<file path="src/rtl/vend_pkg.sv">
// vend_pkg: shared state type, default timeouts and pulse constants for the vending dispense path
package vend_pkg;
  typedef enum logic [2:0] {IDLE, PROD_RUN, PROD_CLR, CHG_RUN, CHG_CLR, FAULT} dispense_state_t;
  localparam int MOTOR_TMO_DEF = 1000;
  localparam int HOPPER_TMO_DEF = 500;
  localparam int PEND_W_DEF = 2;
  localparam int REQ_PULSE_CYCLES = 1;
  localparam int SENSE_SYNC_STAGES = 2;
endpackage

</file>
<file path="src/rtl/vend_dispense_ctrl_if.sv">
// vend_dispense_ctrl_if: request, sensor and actuator signals around the dispense controller
interface vend_dispense_ctrl_if
  import vend_pkg::*;
#(
  parameter int PW = PEND_W_DEF
);
  logic prod_req;
  logic change_req;
  logic prod_sense;
  logic coin_sense;
  logic fault_clr;
  logic motor_on;
  logic hopper_on;
  logic busy;
  logic fault;
  logic req_drop;
  logic [PW-1:0] prod_pend;
  logic [PW-1:0] chg_pend;
  modport master (
    output prod_req, change_req, prod_sense, coin_sense, fault_clr,
    input  motor_on, hopper_on, busy, fault, req_drop, prod_pend, chg_pend
  );
  modport slave (
    input  prod_req, change_req, prod_sense, coin_sense, fault_clr,
    output motor_on, hopper_on, busy, fault, req_drop, prod_pend, chg_pend
  );
endinterface

</file>
<file path="src/rtl/vend_sync2.sv">
// vend_sync2: two-flop synchronizer for an asynchronous level input
module vend_sync2 (
  input  logic clk,
  input  logic rst_n,
  input  logic d_i,
  output logic q_o
);
  logic meta_q;
  always_ff @(posedge clk) begin
    if (!rst_n) {q_o, meta_q} <= 2'b00;
    else {q_o, meta_q} <= {meta_q, d_i};
  end
endmodule

</file>
<file path="src/rtl/vend_dispense_ctrl.sv">
// vend_dispense_ctrl: queues vend/change pulses and runs motor or hopper until its sensor confirms
module vend_dispense_ctrl
  import vend_pkg::*;
#(
  parameter int MOTOR_TMO = MOTOR_TMO_DEF,
  parameter int HOPPER_TMO = HOPPER_TMO_DEF,
  parameter int PW = PEND_W_DEF
) (
  input logic clk,
  input logic rst_n,
  vend_dispense_ctrl_if.slave bus
);
  localparam int TMO_MAX = (MOTOR_TMO > HOPPER_TMO) ? MOTOR_TMO : HOPPER_TMO;
  localparam int TW = $clog2(TMO_MAX + 1);
  localparam logic [TW-1:0] M_LAST = TW'(MOTOR_TMO - 1);
  localparam logic [TW-1:0] H_LAST = TW'(HOPPER_TMO - 1);
  dispense_state_t state_q, state_d;
  logic [TW-1:0] timer_q, timer_d;
  logic [PW-1:0] prod_pend_q, prod_pend_d, chg_pend_q, chg_pend_d;
  logic motor_q, hopper_q, busy_q, fault_q, drop_q;
  logic ps_s, cs_s, prod_dec, chg_dec, prod_full, chg_full;
  vend_sync2 u_ps (.clk, .rst_n, .d_i(bus.prod_sense), .q_o(ps_s));
  vend_sync2 u_cs (.clk, .rst_n, .d_i(bus.coin_sense), .q_o(cs_s));
  assign prod_full = &prod_pend_q;
  assign chg_full = &chg_pend_q;
  // a request at full scale is dropped even if a decrement lands in the same cycle
  assign prod_pend_d = prod_pend_q + PW'(bus.prod_req && !prod_full) - PW'(prod_dec);
  assign chg_pend_d = chg_pend_q + PW'(bus.change_req && !chg_full) - PW'(chg_dec);
  always_comb begin
    state_d = state_q;
    timer_d = timer_q + TW'(1);
    prod_dec = 1'b0;
    chg_dec = 1'b0;
    case (state_q)
      IDLE: begin
        timer_d = '0;
        state_d = (prod_pend_q != '0) ? PROD_RUN : (chg_pend_q != '0) ? CHG_RUN : IDLE;
      end
      PROD_RUN: begin
        prod_dec = ps_s;
        timer_d = ps_s ? '0 : timer_q + TW'(1);
        state_d = ps_s ? PROD_CLR : (timer_q == M_LAST) ? FAULT : PROD_RUN;
      end
      PROD_CLR: state_d = !ps_s ? IDLE : (timer_q == M_LAST) ? FAULT : PROD_CLR;
      CHG_RUN: begin
        chg_dec = cs_s;
        timer_d = cs_s ? '0 : timer_q + TW'(1);
        state_d = cs_s ? CHG_CLR : (timer_q == H_LAST) ? FAULT : CHG_RUN;
      end
      CHG_CLR: state_d = !cs_s ? IDLE : (timer_q == H_LAST) ? FAULT : CHG_CLR;
      FAULT: begin
        timer_d = '0;
        state_d = bus.fault_clr ? IDLE : FAULT;
      end
      default: state_d = IDLE;
    endcase
  end
  always_ff @(posedge clk) begin
    if (!rst_n) begin
      state_q <= IDLE;
      timer_q <= '0;
      prod_pend_q <= '0;
      chg_pend_q <= '0;
      motor_q <= 1'b0;
      hopper_q <= 1'b0;
      busy_q <= 1'b0;
      fault_q <= 1'b0;
      drop_q <= 1'b0;
    end else begin
      state_q <= state_d;
      timer_q <= timer_d;
      prod_pend_q <= prod_pend_d;
      chg_pend_q <= chg_pend_d;
      motor_q <= state_d == PROD_RUN;
      hopper_q <= state_d == CHG_RUN;
      busy_q <= state_d != IDLE;
      fault_q <= state_d == FAULT;
      drop_q <= (bus.prod_req && prod_full) || (bus.change_req && chg_full);
    end
  end
  assign bus.motor_on = motor_q;
  assign bus.hopper_on = hopper_q;
  assign bus.busy = busy_q;
  assign bus.fault = fault_q;
  assign bus.req_drop = drop_q;
  assign bus.prod_pend = prod_pend_q;
  assign bus.chg_pend = chg_pend_q;
endmodule
</file>
<file path="src/flat_wrapper.sv">
// flat-port wrapper written by rule: the top's interface ports become plain ports
module vend_dispense_ctrl_flat import vend_pkg::*;
#(
  parameter int MOTOR_TMO = MOTOR_TMO_DEF,
  parameter int HOPPER_TMO = HOPPER_TMO_DEF,
  parameter int PW = PEND_W_DEF
)
  (clk, rst_n, bus_prod_req, bus_change_req, bus_prod_sense, bus_coin_sense, bus_fault_clr, bus_motor_on, bus_hopper_on, bus_busy, bus_fault, bus_req_drop, bus_prod_pend, bus_chg_pend);
  vend_dispense_ctrl_if #(.PW(PW)) bus_i ();
  input logic clk;
  input logic rst_n;
  input wire logic [$bits(bus_i.prod_req)-1:0] bus_prod_req;
  input wire logic [$bits(bus_i.change_req)-1:0] bus_change_req;
  input wire logic [$bits(bus_i.prod_sense)-1:0] bus_prod_sense;
  input wire logic [$bits(bus_i.coin_sense)-1:0] bus_coin_sense;
  input wire logic [$bits(bus_i.fault_clr)-1:0] bus_fault_clr;
  output wire logic [$bits(bus_i.motor_on)-1:0] bus_motor_on;
  output wire logic [$bits(bus_i.hopper_on)-1:0] bus_hopper_on;
  output wire logic [$bits(bus_i.busy)-1:0] bus_busy;
  output wire logic [$bits(bus_i.fault)-1:0] bus_fault;
  output wire logic [$bits(bus_i.req_drop)-1:0] bus_req_drop;
  output wire logic [$bits(bus_i.prod_pend)-1:0] bus_prod_pend;
  output wire logic [$bits(bus_i.chg_pend)-1:0] bus_chg_pend;
  assign bus_i.prod_req = bus_prod_req;
  assign bus_i.change_req = bus_change_req;
  assign bus_i.prod_sense = bus_prod_sense;
  assign bus_i.coin_sense = bus_coin_sense;
  assign bus_i.fault_clr = bus_fault_clr;
  assign bus_motor_on = bus_i.motor_on;
  assign bus_hopper_on = bus_i.hopper_on;
  assign bus_busy = bus_i.busy;
  assign bus_fault = bus_i.fault;
  assign bus_req_drop = bus_i.req_drop;
  assign bus_prod_pend = bus_i.prod_pend;
  assign bus_chg_pend = bus_i.chg_pend;
  vend_dispense_ctrl #(.MOTOR_TMO(MOTOR_TMO), .HOPPER_TMO(HOPPER_TMO), .PW(PW)) u_core (.clk(clk), .rst_n(rst_n), .bus(bus_i));
endmodule
</file>
<file path="config.mk">
export PLATFORM = sky130hd
export DESIGN_NAME = vend_dispense_ctrl_flat
export DESIGN_NICKNAME = d
export VERILOG_FILES = /design/src/rtl/vend_pkg.sv /design/src/rtl/vend_dispense_ctrl_if.sv /design/src/rtl/vend_sync2.sv /design/src/rtl/vend_dispense_ctrl.sv /design/src/flat_wrapper.sv
export SDC_FILE = /design/constraint.sdc
export NUM_CORES = 1
export LEC_CHECK = 0
export ABC_AREA = 1
export CORE_MARGIN = 2
export CORE_UTILIZATION = 54
export DETAILED_ROUTE_END_ITERATION = 6
export PLACE_DENSITY = 0.8
export SYNTH_ARGS = -nofsm -noshare
export SYNTH_HDL_FRONTEND = slang
export SYNTH_HIERARCHICAL = 1
export SYNTH_SLANG_ARGS = --single-unit
export TNS_END_PERCENT = 100
</file>
<file path="constraint.sdc">
create_clock -name clk -period 4.1 [get_ports clk]
set_input_delay 1.025 -clock clk [delete_from_list [all_inputs] [get_ports clk]]
set_output_delay 1.025 -clock clk [all_outputs]
set_load 0.005 [all_outputs]
</file>
==> out/qor.yml <==
status: "finished, final reports clean"
yosysUniqueCellTypes: 25
die_h_um: 53.1
finalCritPeriodShare: 0.567
ys_seq_area_frac: 0.399
ir_drop_uv: 271
ioPinCount: 16
cp.required_ns: 3.07
hold_start: "u_core/u_cs/meta_q"
path_delay_family: "buffers and inverters"
period_needed_ns: 2.32
portBuffers: 15
end_kind: "primary output"
skew_ns: 0.00489
tns_ns: 0
layout_common_cells: "nand2_1, dfxtp_1, inv_1, nor2_1, clkdlybuf4s50_1"
path_depth: 1
setup_viol: 0
numCtsBuffers: 3
fin_nets: 200
clock-root-buffer: "clkbuf_4"
r2r_end: "u_core/bus.chg_pend[1]"
ys_ff_latch: 26
hold_buffers: 0
clkLatencyLatePin_ns: 0.32
crit_slowest_cell: "clkdlybuf4s50_1"
wl_met1_um: 1010
ys_warn_count: 6
drcViolationCount: 0
leakagePower_nw: 0.731
reg2regPathDepth: 10
cts_resized: 0
fmax_mhz: 430
area_delta_synth_final_pct: 16.4
post_drt_wl_per_cell_um: 10.5
slew_viol_final: 0
postRouteWirelength_um: 2260
viasPerCell: 4.95
worstMarginPinSlew_ns: 0.553
highest_layer: "met4"
postSynthCellCount: 169
initial_utilization: 0.578
relSlewSlack: 0.630
layout_commonest_cell: "nand2_1"
hold_slack_ns: 0.416
tritoncts: "built"
place_congestion: 0.870
antenna_cells: 0
grt_overflow: 0
syn_nets: 181
hold_viol: 0
placed_cells: 211
cts_setup_buffers: 0
drtAntennaViolNets: 0
track_usage: 0.198
first_global_vias: 1015
placementRows: 17
placed_area_sq_um: 1480
grt_pass1_wl_um: 3990
synth_area_sq_um: 1300
die_w_um: 53.1
ys.flop_type: "dfxtp_1"
grt_max_degree: 15
vias: 1065
hold_end: "u_core/u_cs/q_o"
start_kind: "register"
power_density_nw_per_um2: 370
antenna_found_initial: 0
path_clk_slew_ns: 0.13
htreeDepth: 1
met3_length_um: 64
r2r_setup_slack_ns: 2.26
synthArstFlopShare: 0
regArea_sq_um: 520
fill_cells: 194
cpPeakStageDelay_ns: 0.54
fin_area_sq_um: 1520
synth_edf_count: 0
multi_input_area_sq_um: 671
drtPass1Iterations: 4
cts_sinks: 26
final_cells: 215
drv_cap: 0
syn_area_per_cell_sq_um: 7.71
path_max_fanout: 7
drt-initial-drc-count: 23
wl_met2_um: 1140
r2r-start: "u_core/state_q[1]"
drive_gt1_frac: 0.187
cp_data_arrival_time_ns: 1.30
rsz0062_at_grt: "false"
worstSetupPathType: "reg2out"
whs_path_depth: 2
core-area_sq_um: 2250
worstPathCellList: "clkdlybuf4s50_1"
die_area_sq_um: 2820
cts_buffer_depth: 2
dp_hpwl_um: 1750
min_path_type: "reg2reg"
crit_buf_inv: 1
-- layout make-up --
type / instances / area share
flip-flops and latches: 26 / 0.343
repair buffers: 15 / 0.0989
inverters: 28 / 0.0692
multi-input cells: 114 / 0.442
well taps: 28 / 0.0231
clock buffers: 4 / 0.0239
-- synth_stat cells, types with 4 or more instances --
library cell	n	area share
nand2_1	34	0.098
dfxtp_1	26	0.40
inv_1	24	0.069
nor2_1	21	0.060
nand3_1	9	0.035
nor2_2	9	0.043
ha_1	5	0.048
nand2_2	5	0.024
xor2_1	5	0.034
inv_2	4	0.012
nand3_2	4	0.031
-- worst min-delay path: cells and delay by family (launching register included) --
kind,cells,cell delay [ns]
buf+inv,1,0.03
simple gates,1,0.05
flops,1,0.32
-- metal layers --
metal,vias up,GRT usage
met5,-,0
met4,0,0.103
met3,4,0.0254
met2,27,0.360
met1,476,0.223
li1,558,-
-- through the flow --
step / utilization / total power [mW] / worst slack [ns]
CTS: 0.673 / 0.570 / 1.75
finish: 0.673 / 0.562 / 1.78
detailed placement: 0.657 / 0.440 / 1.53
global route: 0.673 / 0.597 / 1.71
global placement: 0.657 / 0.434 / 1.64
floorplan: - / 0.390 / 2.13
-- sequential cells by signal (all words and copies together) (netlist names) --
name / cells
u_core/bus.busy: 1
u_core/bus.chg_pend: 2
u_core/bus.fault: 1
u_core/bus.hopper_on: 1
u_core/bus.motor_on: 1
u_core/bus.prod_pend: 2
u_core/bus.req_drop: 1
u_core/state_q: 3
u_core/timer_q: 10
u_core/u_cs/meta_q: 1
u_core/u_cs/q_o: 1
u_core/u_ps/meta_q: 1
u_core/u_ps/q_o: 1
-- power breakdown --
part | leakage [nW] | internal (mW) | switching, mW
sequential | 0.212 | 0.275 | 0.0161
clock | 0.0210 | 0.0543 | 0.0730
combinational | 0.497 | 0.0631 | 0.0799
total | 0.731 | 0.393 | 0.169
-- logic make-up (layout without fill, tap and decap cells) --
| group | after synthesis | in the layout | share of synthesized area |
|---|---|---|---|
| simple gates | 92 | 92 | 0.367 |
| buf+inv | 29 | 47 | 0.0864 |
| flops | 26 | 26 | 0.399 |
| xor+xnor | 7 | 7 | 0.0470 |
| fa+ha+maj | 5 | 5 | 0.0480 |
| compound gates | 10 | 10 | 0.0528 |
-- worst max path at each step --
stage	startpoint	to	slack (ns)
global placement	bus_change_req	u_core/bus.chg_pend[1]	1.64
finish	u_core/bus.chg_pend[1]	bus_chg_pend[1]	1.78
detailed placement	bus_change_req	u_core/bus.chg_pend[1]	1.53
floorplan	bus_change_req	u_core/bus.chg_pend[1]	2.13
global route	u_core/bus.chg_pend[1]	bus_chg_pend[1]	1.71
CTS	u_core/bus.chg_pend[1]	bus_chg_pend[1]	1.75
(Power assumes the default switching activity.)
